==> src/rtl/cpu_clk_ctrl.sv <==
// CPU clock-enable controller: halt / slow run / fast run / single-step, with a program-end stop.
// Latency: mode_sel reaches run_state 3 cycles after it changes; run pulses arrive D cycles after
//          entering S_RUN; a step pulse arrives 1 cycle after an accepted button press.
// Backpressure: none; halt_req overrides everything in its cycle and holds S_STOP until resume.
//
// Ports:
//   clk_in1   in   1  board clock, the only clock
//   rst       in   1  synchronous active-high reset
//   mode_sel  in   2  asynchronous switch: 00 halt, 01 slow run, 10 fast run, 11 single-step
//   step_btn  in   1  asynchronous raw push button, active-high
//   halt_req  in   1  single-cycle stop request from the CPU
//   resume    in   1  single-cycle release of a halt_req stop
//   cpu_ce    out  1  registered single-cycle CPU clock-enable
//   run_state out  2  FSM state (00 halt, 01 run, 10 step, 11 stop)
//   ce_count  out 32  cpu_ce pulses since reset, wrapping
module cpu_clk_ctrl #(
    parameter int unsigned DIV_FAST = 10,
    parameter int unsigned DIV_SLOW = 10000,
    parameter int unsigned DEBOUNCE = 200000
) (
    input  logic        clk_in1,
    input  logic        rst,
    input  logic [1:0]  mode_sel,
    input  logic        step_btn,
    input  logic        halt_req,
    input  logic        resume,
    output logic        cpu_ce,
    output logic [1:0]  run_state,
    output logic [31:0] ce_count
);

    localparam int unsigned DIV_MAX = (DIV_FAST > DIV_SLOW) ? DIV_FAST : DIV_SLOW;
    localparam int unsigned PW      = $clog2(DIV_MAX + 1);
    localparam int unsigned DW      = $clog2(DEBOUNCE + 1);

    localparam logic [PW-1:0] FAST_LAST = PW'(DIV_FAST - 1);
    localparam logic [PW-1:0] SLOW_LAST = PW'(DIV_SLOW - 1);
    localparam logic [DW-1:0] DB_LAST   = DW'(DEBOUNCE - 1);

    typedef enum logic [1:0] {
        S_HALT = 2'b00,
        S_RUN  = 2'b01,
        S_STEP = 2'b10,
        S_STOP = 2'b11
    } state_e;

    // Synchronizers; mode_q is the synchronized mode one cycle later, used to spot run-mode changes.
    logic [1:0]    mode_s1_q;
    logic [1:0]    mode_s2_q;
    logic [1:0]    mode_q;
    logic          step_s1_q;
    logic          step_s2_q;

    logic          btn_lvl_q;
    logic          btn_lvl_d;
    logic          btn_prev_q;
    logic [DW-1:0] db_cnt_q;
    logic [DW-1:0] db_cnt_d;
    logic          step_rise;

    state_e        state_q;
    state_e        state_d;
    state_e        mode_state;

    logic [PW-1:0] per_cnt_q;
    logic [PW-1:0] per_cnt_d;
    logic [PW-1:0] per_last;

    logic          cpu_ce_q;
    logic          cpu_ce_d;
    logic [31:0]   ce_count_q;
    logic [31:0]   ce_count_d;

    // Debounce: the accepted level only follows the synchronized button after DEBOUNCE
    // consecutive differing samples; a matching sample restarts the count.
    always_comb begin
        btn_lvl_d = btn_lvl_q;
        db_cnt_d  = '0;
        if (step_s2_q != btn_lvl_q) begin
            if (db_cnt_q == DB_LAST) begin
                btn_lvl_d = step_s2_q;
            end else begin
                db_cnt_d = db_cnt_q + 1'b1;
            end
        end
    end

    assign step_rise = btn_lvl_q & ~btn_prev_q;

    always_comb begin
        mode_state = S_STEP;
        case (mode_s2_q)
            2'b00:   mode_state = S_HALT;
            2'b01:   mode_state = S_RUN;
            2'b10:   mode_state = S_RUN;
            default: mode_state = S_STEP;
        endcase
    end

    always_comb begin
        state_d = state_q;
        if (halt_req) begin
            state_d = S_STOP;
        end else if (state_q == S_STOP) begin
            if (resume) begin
                state_d = mode_state;
            end
        end else begin
            state_d = mode_state;
        end
    end

    // mode_q is always the mode that put the FSM into S_RUN, so it selects the period in force.
    assign per_last = (mode_q == 2'b01) ? SLOW_LAST : FAST_LAST;

    always_comb begin
        cpu_ce_d  = 1'b0;
        per_cnt_d = '0;
        if ((state_q == S_RUN) && !halt_req) begin
            if (per_cnt_q == per_last) begin
                cpu_ce_d = 1'b1;
            end else if ((state_d == S_RUN) && (mode_s2_q == mode_q)) begin
                // Leaving S_RUN or switching slow/fast restarts the period from zero.
                per_cnt_d = per_cnt_q + 1'b1;
            end
        end
        if ((state_q == S_STEP) && step_rise && !halt_req) begin
            cpu_ce_d = 1'b1;
        end
        ce_count_d = ce_count_q + {31'b0, cpu_ce_d};
    end

    always_ff @(posedge clk_in1) begin
        if (rst) begin
            mode_s1_q  <= '0;
            mode_s2_q  <= '0;
            mode_q     <= '0;
            step_s1_q  <= 1'b0;
            step_s2_q  <= 1'b0;
            btn_lvl_q  <= 1'b0;
            btn_prev_q <= 1'b0;
            db_cnt_q   <= '0;
            state_q    <= S_HALT;
            per_cnt_q  <= '0;
            cpu_ce_q   <= 1'b0;
            ce_count_q <= '0;
        end else begin
            mode_s1_q  <= mode_sel;
            mode_s2_q  <= mode_s1_q;
            mode_q     <= mode_s2_q;
            step_s1_q  <= step_btn;
            step_s2_q  <= step_s1_q;
            btn_lvl_q  <= btn_lvl_d;
            btn_prev_q <= btn_lvl_q;
            db_cnt_q   <= db_cnt_d;
            state_q    <= state_d;
            per_cnt_q  <= per_cnt_d;
            cpu_ce_q   <= cpu_ce_d;
            ce_count_q <= ce_count_d;
        end
    end

    assign cpu_ce    = cpu_ce_q;
    assign run_state = state_q;
    assign ce_count  = ce_count_q;

endmodule

==> config.mk <==
export PLATFORM = sky130hd
export DESIGN_NAME = cpu_clk_ctrl
export DESIGN_NICKNAME = d
export VERILOG_FILES = /design/src/rtl/cpu_clk_ctrl.sv
export SDC_FILE = /design/constraint.sdc
export NUM_CORES = 1
export LEC_CHECK = 0
export CORE_MARGIN = 1.5
export CORE_UTILIZATION = 28
export DETAILED_ROUTE_END_ITERATION = 10
export GPL_TIMING_DRIVEN = 0
export SYNTH_ARGS = -nofsm -noshare
export SYNTH_HDL_FRONTEND = slang
export SYNTH_SLANG_ARGS = --single-unit
==> constraint.sdc <==
create_clock -name clk_in1 -period 4.01 [get_ports clk_in1]
set_input_delay 0.802 -clock clk_in1 [delete_from_list [all_inputs] [get_ports clk_in1]]
set_output_delay 0.802 -clock clk_in1 [all_outputs]
set_load 0.1 [all_outputs]
==> impl_metrics.env, run 1 <==
export IMPL_status="complete, no violations"
export IMPL_net_switching_power_figure_w=0.000331
export IMPL_drt_pass1_iter_count=4
export IMPL_slew_viol_final=0
export IMPL_design_core_area_sq_um=12000
export IMPL_final_layout_size_suffix_gt1_share_pct=7.55
export IMPL_synth_area_mux_share_pct=1.31
export IMPL_cts_tree="yes"
export IMPL_critPathMaxStageDelay_ns=0.48
export IMPL_cap_viol_max_count=0
export IMPL_initial_utilization_pct=28.6
export IMPL_avgViaCountPerCell=5.04
export IMPL_distinct_cell_type_count_after_synthesis=47
export IMPL_max_slew_margin_rel_pct=32.7
export IMPL_nets=445
export IMPL_tritoncts_buffer_count=9
export IMPL_dp_hpwl_um=5620
export IMPL_synthesis_area_per_instance_sq_um=8.99
export IMPL_io_pins=42
export IMPL_global_router_s_overall_resource_usage_pct=12.9
export IMPL_power_density_nw_per_um2=376
export IMPL_clock_skew_ns=0.00542
export IMPL_seq_power_share_pct=47.6
export IMPL_cts_repair_resized=0
export IMPL_rsz_0062_raised_after_global_routing="false"
export IMPL_drtIter0Drc=107
export IMPL_wl_per_cell_um=13.6
export IMPL_via_total_after_detailed_routing=2945
export IMPL_final_min_period_over_clock_period_pct=89.8
export IMPL_remaining_drc_errors=0
export IMPL_post_cts_setup_buffers=0
export IMPL_postSynthCellCount=381
export IMPL_finalSetupViolCount=0
export IMPL_wl_um=7950
export IMPL_timing_final_hold_violations=0
export IMPL_number_of_levels_the_h_tree_was_split_into=3
export IMPL_synth_seq_area_share_pct=45.0
export IMPL_largest_family_of_logic_cells_by_synthesized_area="simple AND/OR/NAND/NOR gates"
export IMPL_fin_setup_tns_ns=0
export IMPL_synth_edff_count=0
export IMPL_synth_flop_cell="dfxtp_1"
export IMPL_postSynthNetCount=393
export IMPL_power_clock_fraction_pct=49.7
export IMPL_floorplan_die_height_um=114
export IMPL_mostFrequentLayoutCells="dfxtp_1 (77), clkdlybuf4s50_1 (41), nor2_1 (32)"
export IMPL_antenna_cells=0
export IMPL_postSynthRegisterBits=77
export IMPL_fillers=1202
export IMPL_regArea_sq_um=1540
export IMPL_worstSetupEndpointType="flop"
export IMPL_place_port_buffers=41
export IMPL_root_buffer="clkbuf_16"
export IMPL_cellLeakagePower_nw=1.40
export IMPL_clkLatencyLatePin_ns=0.33
export IMPL_timing_critical_path_from_type="input pin"
export IMPL_synth_async_reset_ratio_pct=0
export IMPL_ant_nets=0
export IMPL_timing_critical_path_cells="clkdlybuf4s50_1 -> nor4_1 -> a21o_1 -> ha_1 -> ha_1 -> nand3_1 -> or3_1 -> buf_2 -> nor4_1 -> mux2_2"
export IMPL_path_class="in2reg"
export IMPL_synth_compound_area_share_pct=9.46
export IMPL_first_global_vias=2833
export IMPL_synth_xor_area_share_pct=8.95
export IMPL_yosys_warnings=0
export IMPL_worst_slew_pin_transition_ns=1.01
export IMPL_multi_input_area_sq_um=1780
export IMPL_antenna_found_initial=0
export IMPL_clock_sinks=77
export IMPL_max_freq_mhz=278
export IMPL_cpMaxStageDelayCell="clkdlybuf4s50_1"
export IMPL_layout_core_utilization_pct=36.1
export IMPL_globalRoute_totalOverflow=0
export IMPL_syn2layout_area_growth_pct=26.1
export IMPL_timing_hold_ws_ns=0.433
export IMPL_worst_endpoint_required_ns=4.22
export IMPL_internal_power_w=0.00129
export IMPL_cell_type_group_with_the_largest_total_delay_on_the_critical_path="simple AND/OR/NAND/NOR gates"
export IMPL_worst_path_fanout_max=10
export IMPL_synth_adder_area_share_pct=1.83
export IMPL_worst_hold_path_type="reg2reg"
export IMPL_placement_rows=40
export IMPL_grt_pass1_wl_um=13600
export IMPL_max_clock_path_buffers=2
export IMPL_critical_path_n_buffers_inverters=2
export IMPL_final_common_cell="dfxtp_1"
export IMPL_cts_hold_fix_buffers=0
export IMPL_finalWorstPathRequiredPeriod_ns=3.60
export IMPL_synth_simple_gate_area_share_pct=30.3
export IMPL_vdd_ir_drop_worst_uv=176
export IMPL_largest_net_degree_at_the_start_of_global_routing=13
export IMPL_die_area_sq_um=12900
export IMPL_critical_path_arrival_ns=3.81
export IMPL_routabilityCongestion=0.822
export IMPL_netlist_area_before_placement_sq_um=3430
export IMPL_die_w_um=114
export IMPL_power_frac_comb_pct=2.6
export IMPL_cts_clk_slew_worst_paths_ns=0.06
export IMPL_sw_frac_of_total_pct=20.4
-- per-layer routing --
layer,GRT usage (%),wire length [um]
met1,17.3,3790
met2,20.4,3700
met5,0,0
met3,4.14,413
met4,2.83,46
-- state kept, by name (all words and copies together), names as in the netlist --
signal	cells
ce_count	32
mode_s2_q	2
mode_s1_q	2
mode_q	2
db_cnt_q	18
btn_prev_q	1
step_s1_q	1
cpu_ce	1
run_state	2
btn_lvl_q	1
per_cnt_q	14
step_s2_q	1
-- synth_stat cells (all sizes together) (5+ instances only) --
cell	n	area share (%)
nor4	12	2.4
buf	8	1.3
nand2	19	2.2
nor2	32	3.5
nor2b	15	2.7
or4	15	3.4
o21ai	7	1.0
inv	11	1.2
or3	9	1.7
xor2	19	4.9
o31ai	13	2.8
xnor2	16	4.1
ha	5	1.8
a21oi	22	3.2
nand4	17	3.5
nor3	17	2.5
clkbuf	6	0.66
nand3	22	3.2
dfxtp	77	45
and3	9	1.6
-- cells by family (layout without fill, tap and decap cells) --
kind of cell               count (synthesis)  count (layout)
AOI/OAI and AO/OA                         52              52
and+or+nand+nor                          183             183
buffers and inverters                     25              81
adders and majority gates                  5               5
muxes                                      4               4
xor gates and xnor gates                  35              35
DFF                                       77              77
-- per-stage QoR --
step	setup WS [ns]	std cells	total power, W	instance area, sq um
global placement	0.0301	569	0.000833	4020
floorplan	0.689	381	0.000817	3430
detailed placement	0.0337	569	0.000833	4020
CTS	0.371	584	0.00164	4320
finish	0.409	584	0.00163	4320
global route	0.123	584	0.00168	4320
-- final cells by class --
cell class | instances | share of cell area (%)
Clock inverter | 4 | 1.10
Sequential cell | 77 | 35.7
Inverter | 11 | 0.956
Timing Repair Buffer | 41 | 9.50
Clock buffer | 11 | 5.85
Multi-Input combinational cell | 279 | 41.1
Buffer | 14 | 1.53
Tap cell | 147 | 4.26
-- power groups by stage --
| stage | combinational (W) | clock (W) | sequential [W] |
|---|---|---|---|
| 6_report | 0.0000424 | 0.000809 | 0.000774 |
| 5_1_grt | 0.0000465 | 0.000857 | 0.000775 |
| 4_1_cts | 0.0000428 | 0.000826 | 0.000774 |
| 3_5_place_dp | 0.0000423 | 0 | 0.000791 |
| 3_3_place_gp | 0.0000422 | 0 | 0.000791 |
| 2_1_floorplan | 0.0000167 | 0 | 0.000800 |
-- worst paths after layout --
path,endpoint,depth (start not counted),slack [ns],start
setup / recovery,ce_count[22],10,0.41,halt_req
setup reg to reg,ce_count[22],11,0.48,per_cnt_q[0]
hold reg to reg,mode_s2_q[0],1,0.43,mode_s1_q[0]
hold / removal,mode_s2_q[0],1,0.43,mode_s1_q[0]
Power figures use the tool's default switching activity.
==> run 2, diff against run 1 <==
Settings changed: CAP_MARGIN from default to 25.
==> results of run 2 <==
Final layout, timing and power as in run 1 (identical DEF).
==> run 3, diff against run 2 <==
Settings changed: RECOVER_POWER from default to 100.
==> run 3 against run 2 <==
Cell count is the same. Sequential power is essentially flat. Count of clock-buffer cells in the layout is the same. Routed wire length shrank 0.81%. Highest routed layer unchanged. Worst setup slack lost 0.0088 ns. Largest power group unchanged. Critical path depth is the same. Design area shrank 0.35%.
==> impl_metrics.env, run 3 (synthesis gave the netlist of run 1 again) <==
export IMPL_finalSetupViolCount=0
export IMPL_dp_hpwl_um=5620
export IMPL_timing_critical_path_from_type="input pin"
export IMPL_mostFrequentLayoutCells="dfxtp_1 (77), dlygate4sd3_1 (36), nor2_1 (32)"
export IMPL_cts_clk_slew_worst_paths_ns=0.06
export IMPL_placement_rows=40
export IMPL_root_buffer="clkbuf_16"
export IMPL_cts_hold_fix_buffers=0
export IMPL_clkLatencyLatePin_ns=0.33
export IMPL_max_slew_margin_rel_pct=31.8
export IMPL_first_global_vias=2833
export IMPL_rsz_0062_raised_after_global_routing="false"
export IMPL_globalRoute_totalOverflow=0
export IMPL_critical_path_arrival_ns=3.82
export IMPL_largest_net_degree_at_the_start_of_global_routing=13
export IMPL_final_common_cell="dfxtp_1"
export IMPL_post_cts_setup_buffers=0
export IMPL_cell_type_group_with_the_largest_total_delay_on_the_critical_path="simple AND/OR/NAND/NOR gates"
export IMPL_cts_repair_resized=0
export IMPL_drtIter0Drc=86
export IMPL_global_router_s_overall_resource_usage_pct=12.9
export IMPL_clock_sinks=77
export IMPL_floorplan_die_height_um=114
export IMPL_timing_final_hold_violations=0
export IMPL_cts_tree="yes"
export IMPL_groute_layer_met2_usage_pct=20.4
export IMPL_routabilityCongestion=0.822
export IMPL_power_density_nw_per_um2=377
export IMPL_multi_input_area_sq_um=1760
export IMPL_grt_busiest_layer="met2"
export IMPL_power_clock_fraction_pct=49.7
export IMPL_nets=445
export IMPL_initial_utilization_pct=28.6
export IMPL_regArea_sq_um=1540
export IMPL_syn2layout_area_growth_pct=25.7
export IMPL_sw_frac_of_total_pct=20.3
export IMPL_place_detailed_instances=569
export IMPL_grt_pass1_wl_um=13600
export IMPL_worst_slew_pin_transition_ns=1.02
export IMPL_antenna_found_initial=0
export IMPL_final_min_period_over_clock_period_pct=90.0
export IMPL_antenna_cells=0
export IMPL_remaining_drc_errors=0
export IMPL_final_layout_size_suffix_gt1_share_pct=6.64
export IMPL_tritoncts_buffer_count=9
export IMPL_ant_nets=0
export IMPL_worst_endpoint_required_ns=4.22
export IMPL_place_port_buffers=41
export IMPL_grtUsageMet1_pct=17.3
export IMPL_wl_per_cell_um=13.5
export IMPL_drt_pass1_iter_count=4
export IMPL_io_pins=42
export IMPL_die_area_sq_um=12900
export IMPL_finalWorstPathRequiredPeriod_ns=3.61
export IMPL_worst_path_fanout_max=10
export IMPL_largest_register_ffs=32
export IMPL_worstSetupEndpointType="flop"
export IMPL_clock_skew_ns=0.00497
export IMPL_fin_setup_tns_ns=0
export IMPL_critPathMaxStageDelay_ns=0.49
export IMPL_cellLeakagePower_nw=1.51
export IMPL_power_frac_comb_pct=2.6
export IMPL_grt_met3_usage_pct=4.14
export IMPL_path_class="in2reg"
export IMPL_wl_um=7880
export IMPL_design_core_area_sq_um=12000
export IMPL_post_layout_nonfiller_instances=584
export IMPL_max_freq_mhz=277
export IMPL_net_switching_power_figure_w=0.000329
export IMPL_timing_critical_path_cells="clkdlybuf4s50_1 -> nor4_1 -> a21o_1 -> ha_1 -> ha_1 -> nand3_1 -> or3_1 -> buf_2 -> nor4_1 -> mux2_2"
export IMPL_avgViaCountPerCell=5.03
export IMPL_seq_power_share_pct=47.7
export IMPL_vdd_ir_drop_worst_uv=176
export IMPL_worst_hold_path_type="reg2reg"
export IMPL_max_clock_path_buffers=2
export IMPL_internal_power_w=0.00129
export IMPL_via_total_after_detailed_routing=2936
export IMPL_cap_viol_max_count=0
export IMPL_cpMaxStageDelayCell="clkdlybuf4s50_1"
export IMPL_die_w_um=114
export IMPL_number_of_levels_the_h_tree_was_split_into=3
export IMPL_slew_viol_final=0
export IMPL_status="complete, no violations"
export IMPL_critical_path_n_buffers_inverters=2
export IMPL_fillers=1206
run 3: cell count changes in the layout (fill, tap and decap cells not counted), moves of 2 or more:
| cell | change |
|---|---|
| clkdlybuf4s50_1 | -36 |
| dlygate4sd3_1 | +36 |
| clkbuf_1 | +4 |
| buf_2 | -2 |
| buf_1 | -2 |
run 3: power by group through the flow:
stage	Clock [W]	Sequential [W]	Combinational, W
after CTS	0.000826	0.000774	0.0000428
after global placement	0	0.000791	0.0000422
after global routing	0.000857	0.000774	0.0000457
final	0.000807	0.000774	0.0000416
after floorplan	0	0.000800	0.0000167
after detailed placement	0	0.000791	0.0000423
run 3: worst paths after layout:
path	start	to	slack [ns]	depth (start not counted)
max	halt_req	ce_count[22]	0.40	10
min	mode_s1_q[0]	mode_s2_q[0]	0.43	1
max reg2reg	per_cnt_q[0]	ce_count[22]	0.48	11
min reg2reg	mode_s1_q[0]	mode_s2_q[0]	0.43	1
run 3: stage by stage:
stage	cell area [sq um]	setup slack [ns]	hold slack (ns)	util, %	power [W]
final	4310	0.401	0.433	36.0	0.00162
after global routing	4310	0.123	0.451	36.0	0.00168
after CTS	4320	0.371	0.436	36.1	0.00164
after detailed placement	4020	0.0337	0.421	33.6	0.000833
after global placement	4020	0.0301	0.418	33.6	0.000833
after floorplan	3430	0.689	0.413	-	0.000817
run 3: metal layers:
metal | routed length [um] | up-vias
li1 | - | 1490
met1 | 3830 | 1385
met2 | 3620 | 56
met3 | 370 | 5
met4 | 62 | 0
met5 | 0 | -
run 3: final cells by class:
type	count	share of cell area [%]
multi-input combinational	279	41.0
sequential	77	35.8
timing repair buffer	41	9.53
clock buffer	11	5.87
tap	147	4.27
buffer	14	1.48
clock inverter	4	1.10
inverter	11	0.959
